--- config.mk ---
export PLATFORM = sky130hd
export DESIGN_NAME = arbitro_rr4_flat
export DESIGN_NICKNAME = d
export VERILOG_FILES = /design/src/rtl/arbitro_rr4_if.sv /design/src/rtl/arbitro_rr4.sv /design/src/flat_wrapper.sv
export SDC_FILE = /design/constraint.sdc
export NUM_CORES = 1
export LEC_CHECK = 0
export CELL_PAD_IN_SITES_DETAIL_PLACEMENT = 2
export CELL_PAD_IN_SITES_GLOBAL_PLACEMENT = 2
export CORE_MARGIN = 2
export CORE_UTILIZATION = 17
export DETAILED_ROUTE_END_ITERATION = 7
export PLACE_DENSITY_LB_ADDON = 0.1
export RECOVER_POWER = 100
export SKIP_LAST_GASP = 1
export SYNTH_ARGS = -nofsm -noshare
export SYNTH_HDL_FRONTEND = slang
export SYNTH_SLANG_ARGS = --single-unit
--- constraint.sdc ---
create_clock -name clk -period 2.2 [get_ports clk]
set_input_delay 0.44 -clock clk [delete_from_list [all_inputs] [get_ports clk]]
set_output_delay 0.44 -clock clk [all_outputs]
set_load 0.02 [all_outputs]
--- src/rtl/arbitro_rr4_if.sv ---
// Bus between the round-robin arbiter, its four input FIFOs and the
// downstream output FIFO. The master side is the arbiter itself.
interface arbitro_rr4_if #(
  parameter int WORD_SIZE = 12
);

  logic [WORD_SIZE-1:0] data_in_arb0;
  logic [WORD_SIZE-1:0] data_in_arb1;
  logic [WORD_SIZE-1:0] data_in_arb2;
  logic [WORD_SIZE-1:0] data_in_arb3;
  logic [3:0]           fifos_empty;
  logic                 fifo_almost_full;
  logic [3:0]           pop;
  logic [WORD_SIZE-1:0] data_out_arb;
  logic                 push;
  logic [4:0]           cuenta;
  logic [1:0]           estado;

  modport master (
    input  data_in_arb0, data_in_arb1, data_in_arb2, data_in_arb3,
    input  fifos_empty, fifo_almost_full,
    output pop, data_out_arb, push, cuenta, estado
  );

  modport slave (
    output data_in_arb0, data_in_arb1, data_in_arb2, data_in_arb3,
    output fifos_empty, fifo_almost_full,
    input  pop, data_out_arb, push, cuenta, estado
  );

endinterface

--- src/rtl/arbitro_rr4.sv ---
// Four-input round-robin arbiter. Moves one word per cycle from the
// first-word-fall-through input FIFOs into a downstream FIFO, starting the
// search at the index after the last one served. Backpressure from the
// downstream FIFO blocks any pop in the same cycle.
module arbitro_rr4 #(
  parameter int WORD_SIZE = 12
) (
  input  logic           clk,
  input  logic           reset,
  arbitro_rr4_if.master  bus
);

  typedef enum logic [1:0] {
    IDLE   = 2'b00,
    ACTIVE = 2'b01,
    STALL  = 2'b10,
    UNUSED = 2'b11
  } state_t;

  state_t               r_state;
  state_t               w_next_state;
  logic [1:0]           r_ptr;
  logic [4:0]           r_cuenta;
  logic                 r_push;
  logic [WORD_SIZE-1:0] r_data;

  logic                 w_any_ready;
  logic                 w_grant;
  logic [1:0]           w_sel;
  logic                 w_found;
  logic [WORD_SIZE-1:0] w_sel_data;

  assign w_any_ready = (bus.fifos_empty != 4'b1111);
  // No grant while reset is high, and backpressure always wins over data.
  assign w_grant     = !reset && !bus.fifo_almost_full && w_any_ready;

  // Rotating priority search: first non-empty FIFO starting at r_ptr.
  always_comb begin
    logic [1:0] w_idx;
    w_sel   = r_ptr;
    w_found = 1'b0;
    w_idx   = r_ptr;
    for (int k = 0; k < 4; k++) begin
      w_idx = r_ptr + 2'(k);
      if (!w_found && !bus.fifos_empty[w_idx]) begin
        w_sel   = w_idx;
        w_found = 1'b1;
      end
    end
  end

  // Head word of the selected FIFO.
  always_comb begin
    w_sel_data = bus.data_in_arb0;
    case (w_sel)
      2'd0:    w_sel_data = bus.data_in_arb0;
      2'd1:    w_sel_data = bus.data_in_arb1;
      2'd2:    w_sel_data = bus.data_in_arb2;
      default: w_sel_data = bus.data_in_arb3;
    endcase
  end

  // State register.
  always_ff @(posedge clk) begin
    if (reset) r_state <= IDLE;
    else       r_state <= w_next_state;
  end

  // Next state depends only on the inputs; the unused code falls out naturally.
  always_comb begin
    w_next_state = IDLE;
    if (bus.fifo_almost_full) w_next_state = STALL;
    else if (w_any_ready)     w_next_state = ACTIVE;
    else                      w_next_state = IDLE;
  end

  // Output decode: one-hot pop of the selected FIFO during a grant cycle.
  always_comb begin
    bus.pop = 4'b0000;
    if (w_grant) bus.pop = 4'b0001 << w_sel;
  end

  // Registered datapath: capture the popped word, advance pointer and count.
  always_ff @(posedge clk) begin
    if (reset) begin
      r_data   <= '0;
      r_push   <= 1'b0;
      r_ptr    <= 2'd0;
      r_cuenta <= 5'd0;
    end else if (w_grant) begin
      r_data   <= w_sel_data;
      r_push   <= 1'b1;
      r_ptr    <= w_sel + 2'd1;
      r_cuenta <= r_cuenta + 5'd1;
    end else begin
      r_push   <= 1'b0;
    end
  end

  assign bus.data_out_arb = r_data;
  assign bus.push         = r_push;
  assign bus.cuenta       = r_cuenta;
  assign bus.estado       = r_state;

endmodule

--- src/flat_wrapper.sv ---
// flat-port wrapper written by rule: the top's interface ports become plain ports
module arbitro_rr4_flat 
#(
  parameter int WORD_SIZE = 12
)
  (clk, reset, bus_data_in_arb0, bus_data_in_arb1, bus_data_in_arb2, bus_data_in_arb3, bus_fifos_empty, bus_fifo_almost_full, bus_pop, bus_data_out_arb, bus_push, bus_cuenta, bus_estado);
  arbitro_rr4_if #(.WORD_SIZE(WORD_SIZE)) bus_i ();
  input  logic clk;
  input  logic reset;
  input wire logic [$bits(bus_i.data_in_arb0)-1:0] bus_data_in_arb0;
  input wire logic [$bits(bus_i.data_in_arb1)-1:0] bus_data_in_arb1;
  input wire logic [$bits(bus_i.data_in_arb2)-1:0] bus_data_in_arb2;
  input wire logic [$bits(bus_i.data_in_arb3)-1:0] bus_data_in_arb3;
  input wire logic [$bits(bus_i.fifos_empty)-1:0] bus_fifos_empty;
  input wire logic [$bits(bus_i.fifo_almost_full)-1:0] bus_fifo_almost_full;
  output wire logic [$bits(bus_i.pop)-1:0] bus_pop;
  output wire logic [$bits(bus_i.data_out_arb)-1:0] bus_data_out_arb;
  output wire logic [$bits(bus_i.push)-1:0] bus_push;
  output wire logic [$bits(bus_i.cuenta)-1:0] bus_cuenta;
  output wire logic [$bits(bus_i.estado)-1:0] bus_estado;
  assign bus_i.data_in_arb0 = bus_data_in_arb0;
  assign bus_i.data_in_arb1 = bus_data_in_arb1;
  assign bus_i.data_in_arb2 = bus_data_in_arb2;
  assign bus_i.data_in_arb3 = bus_data_in_arb3;
  assign bus_i.fifos_empty = bus_fifos_empty;
  assign bus_i.fifo_almost_full = bus_fifo_almost_full;
  assign bus_pop = bus_i.pop;
  assign bus_data_out_arb = bus_i.data_out_arb;
  assign bus_push = bus_i.push;
  assign bus_cuenta = bus_i.cuenta;
  assign bus_estado = bus_i.estado;
  arbitro_rr4 #(.WORD_SIZE(WORD_SIZE)) u_core (.clk(clk), .reset(reset), .bus(bus_i));
endmodule
==> reports/metrics.cfg <==
[setup_path]
critical_path.max_fanout=5
critical_path.endpoint=bus_pop[2]
count_of_cells_along_the_worst_register_to_register_path=11
worst-r2r-setup-slack_ns=0.10
critPathRequiredTime_ns=1.76
r2r_start=u_core.r_ptr[1]
worst_ep_arrival_time_ns=1.72
startpoint=bus_fifos_empty[1]
regToRegEndpoint=u_core.bus.data_out_arb[7]
kind_of_capture_point_of_the_worst_setup_path=output port
criticalPathCategory=in -> out
crit_path_start_kind=primary input

[cts]
htree_levels=1
clock-root-buffer=sky130_fd_sc_hd__clkbuf_8
insertion_delay_ns=0.26
cts_num_sinks=22
tritoncts=yes
tritoncts.num_buffers=3
clk_transition_reported_paths_ns=0.08
cts-root-to-sink-buffers=2
hold_buffers=0

[cells_and_area]
final_common_cell=sky130_fd_sc_hd__clkdlybuf4s50_1
layout-area-overhead-vs-synth_pct=80.35
final_nets=311
seq_area_um2=445.4
drive_gt1_share_pct=16.87
layout.filler_cells=876
diode_insertion_count_for_antenna_repair=0
layout.cells.non_filler=348
layout_common_cells=sky130_fd_sc_hd__clkdlybuf4s50_1 (49), sky130_fd_sc_hd__a21oi_1 (28), sky130_fd_sc_hd__nor2_1 (22)
multi_input_comb_area_um2=729.5

[flow_run]
max_cap_violations=0

[synthesis]
synth.avg_cell_area_um2=8.141
ff_latch_count_synth=22
ys_warn_count=0
syn-instance-count=158
netlist_area_um2=1286
synth_cell_types=24
synth_fp_nets=219
proportion_of_synthesized_chip_area_in_sequential_cells_pct=34.24

[timing]
slew_headroom_pct=34.46
timing.final.max_slew_violations=0
worst_pin_slew_ns=0.9832
worst_clock_skew_ns=0.004857
final_critical_path_time_including_i_o_delays_and_setup_ns=2.162
rsz0062_at_grt=yes
final.period_utilization_pct=98.26
final-hold-violation-count=0
achievable-frequency_ghz=0.4626
setup_viol_count_final=0

[routing]
via_count=1502
drt_iter0_drc=20
drtPass1Iterations=2
final_antenna_net_count=0
drt_wl_total_mm=5.143
drcViolationCount=0
routed_wire_length_per_instance_um=14.78
avgViaCountPerCell=4.316

[global_route]
grt_antenna_before_repair=0
vias_in_the_first_global_route=1587
grt_pass1_wl_mm=8.328
grt_overflow=0
grt.total_usage_pct=12.56
grt_max_degree=28

[hold_path]
holdCritPathClass=reg -> reg

[power_and_ir_drop]
power.density_nw_per_um2=588.8
power_leakage_nw=0.9897
worst_ir_drop_vdd_mv=0.2106
finalPower_mw=1.366

[placed_design]
dp_cells=340
placement.io_buffers=78
hpwl_reported_at_the_end_of_detailed_placement_mm=3.939
weighted_congestion_reported_at_the_end_of_routability_driven_placement=0.6582

[floorplan]
initial_core_util_pct=17.64
floorplan.die.height_um=90.99
design.core.area_um2=7292
die_width_um=90.99
rows=31
fp.dieArea_um2=8278
ios=79

[run_status]
outcome=finished clean

==> registers in the layout, summed over array words and instances (netlist names) <==
register,flops
u_core.bus.cuenta,5
u_core.r_ptr,2
u_core.bus.estado,2
u_core.bus.data_out_arb,12
u_core.bus.push,1
==> cell usage after synthesis, drive strengths merged <==
master | count | area, µm²
buf | 5 | 43.79
inv | 13 | 48.80
nor2 | 22 | 82.58
a41o | 1 | 10.01
clkbuf | 7 | 26.28
o211a | 1 | 10.01
a41oi | 1 | 16.27
a21oi | 28 | 140.1
a22oi | 12 | 90.09
nor2b | 2 | 12.51
a21o | 1 | 7.510
xnor2 | 1 | 8.760
nand4 | 2 | 12.51
o21ai | 5 | 25.02
dfxtp | 22 | 440.4
a21boi | 2 | 15.01
and2 | 4 | 25.02
a211oi | 1 | 7.510
a221oi | 12 | 136.4
xor2 | 3 | 26.28
nand2 | 7 | 26.28
ha | 6 | 75.07
==> worst min path at each step <==
stage | from | endpoint | slack, ns | cells after the start
floorplan | u_core.r_ptr[1] | u_core.r_ptr[1] | 0.50 | 2
global placement | u_core.bus.data_out_arb[5] | u_core.bus.data_out_arb[5] | 0.47 | 2
detailed placement | u_core.bus.data_out_arb[10] | u_core.bus.data_out_arb[10] | 0.48 | 2
CTS | u_core.bus.data_out_arb[10] | u_core.bus.data_out_arb[10] | 0.50 | 2
global route | u_core.bus.data_out_arb[0] | u_core.bus.data_out_arb[0] | 0.53 | 2
finish | u_core.bus.data_out_arb[10] | u_core.bus.data_out_arb[10] | 0.49 | 2
==> through the flow <==
step / instance area [µm²] / util (%) / hold slack, ns / setup WS, ns / TNS (ns)
after global placement: 2248 / 30.83 / 0.4671 / -0.7526 / -8.293
final: 2320 / 31.81 / 0.4859 / 0.03832 / 0
after floorplan: 1290 / - / 0.5025 / 0.03909 / 0
after global routing: 2320 / 31.81 / 0.5297 / -0.05934 / -0.1844
after CTS: 2321 / 31.83 / 0.5033 / -0.02183 / -0.03388
after detailed placement: 2248 / 30.83 / 0.4811 / -0.8224 / -9.239
==> critical path, cell delays in order <==
cell                            delay, ns
sky130_fd_sc_hd__dlygate4sd2_1       0.28
sky130_fd_sc_hd__a21oi_1             0.16
sky130_fd_sc_hd__o211a_1             0.28
sky130_fd_sc_hd__inv_2               0.07
sky130_fd_sc_hd__ha_1                0.19
sky130_fd_sc_hd__and2_1              0.14
sky130_fd_sc_hd__buf_2               0.16
==> metal layers <==
layer | vias to the layer above | share of wire, % | global-route usage, %
met5 | - | 0 | 0
met1 | 710 | 49 | 17.25
met2 | 43 | 46 | 20.12
li1 | 745 | - | -
met4 | 0 | 0.87 | 3.030
met3 | 4 | 4.4 | 2.573
==> what timing repair did <==
item	in CTS	in global routing
gates resized for setup	30	11
endpoints found under the setup margin	16	16
hold endpoints to repair	0	0
setup buffers	3	1
pin swaps	1	2
==> layout make-up <==
cell class / count / share of cell area, %
clock buffer: 3 / 1.780
tap: 99 / 5.340
inverter: 13 / 2.104
sequential: 22 / 19.20
timing repair buffer: 99 / 38.84
clock inverter: 1 / 1.295
multi-input combinational: 111 / 31.45
==> cells by family (layout without fill, tap and decap cells) <==
group,after synthesis,in the layout,share of synthesized area [%]
AO/OA/AOI/OAI,64,64,35.60
AND/OR/NAND/NOR,37,37,12.35
buffers and inverters,25,116,9.242
flip-flops,22,22,34.24
adder cells (fa/ha/maj),6,6,5.836
XOR/XNOR,4,4,2.724
==> power by group <==
group / switching (mW) / internal [mW]
clock network: 0.140 / 0.243
registers: 0.0224 / 0.435
logic: 0.260 / 0.266
total: 0.422 / 0.944
Note: power is estimated with default switching activity, not from simulation.
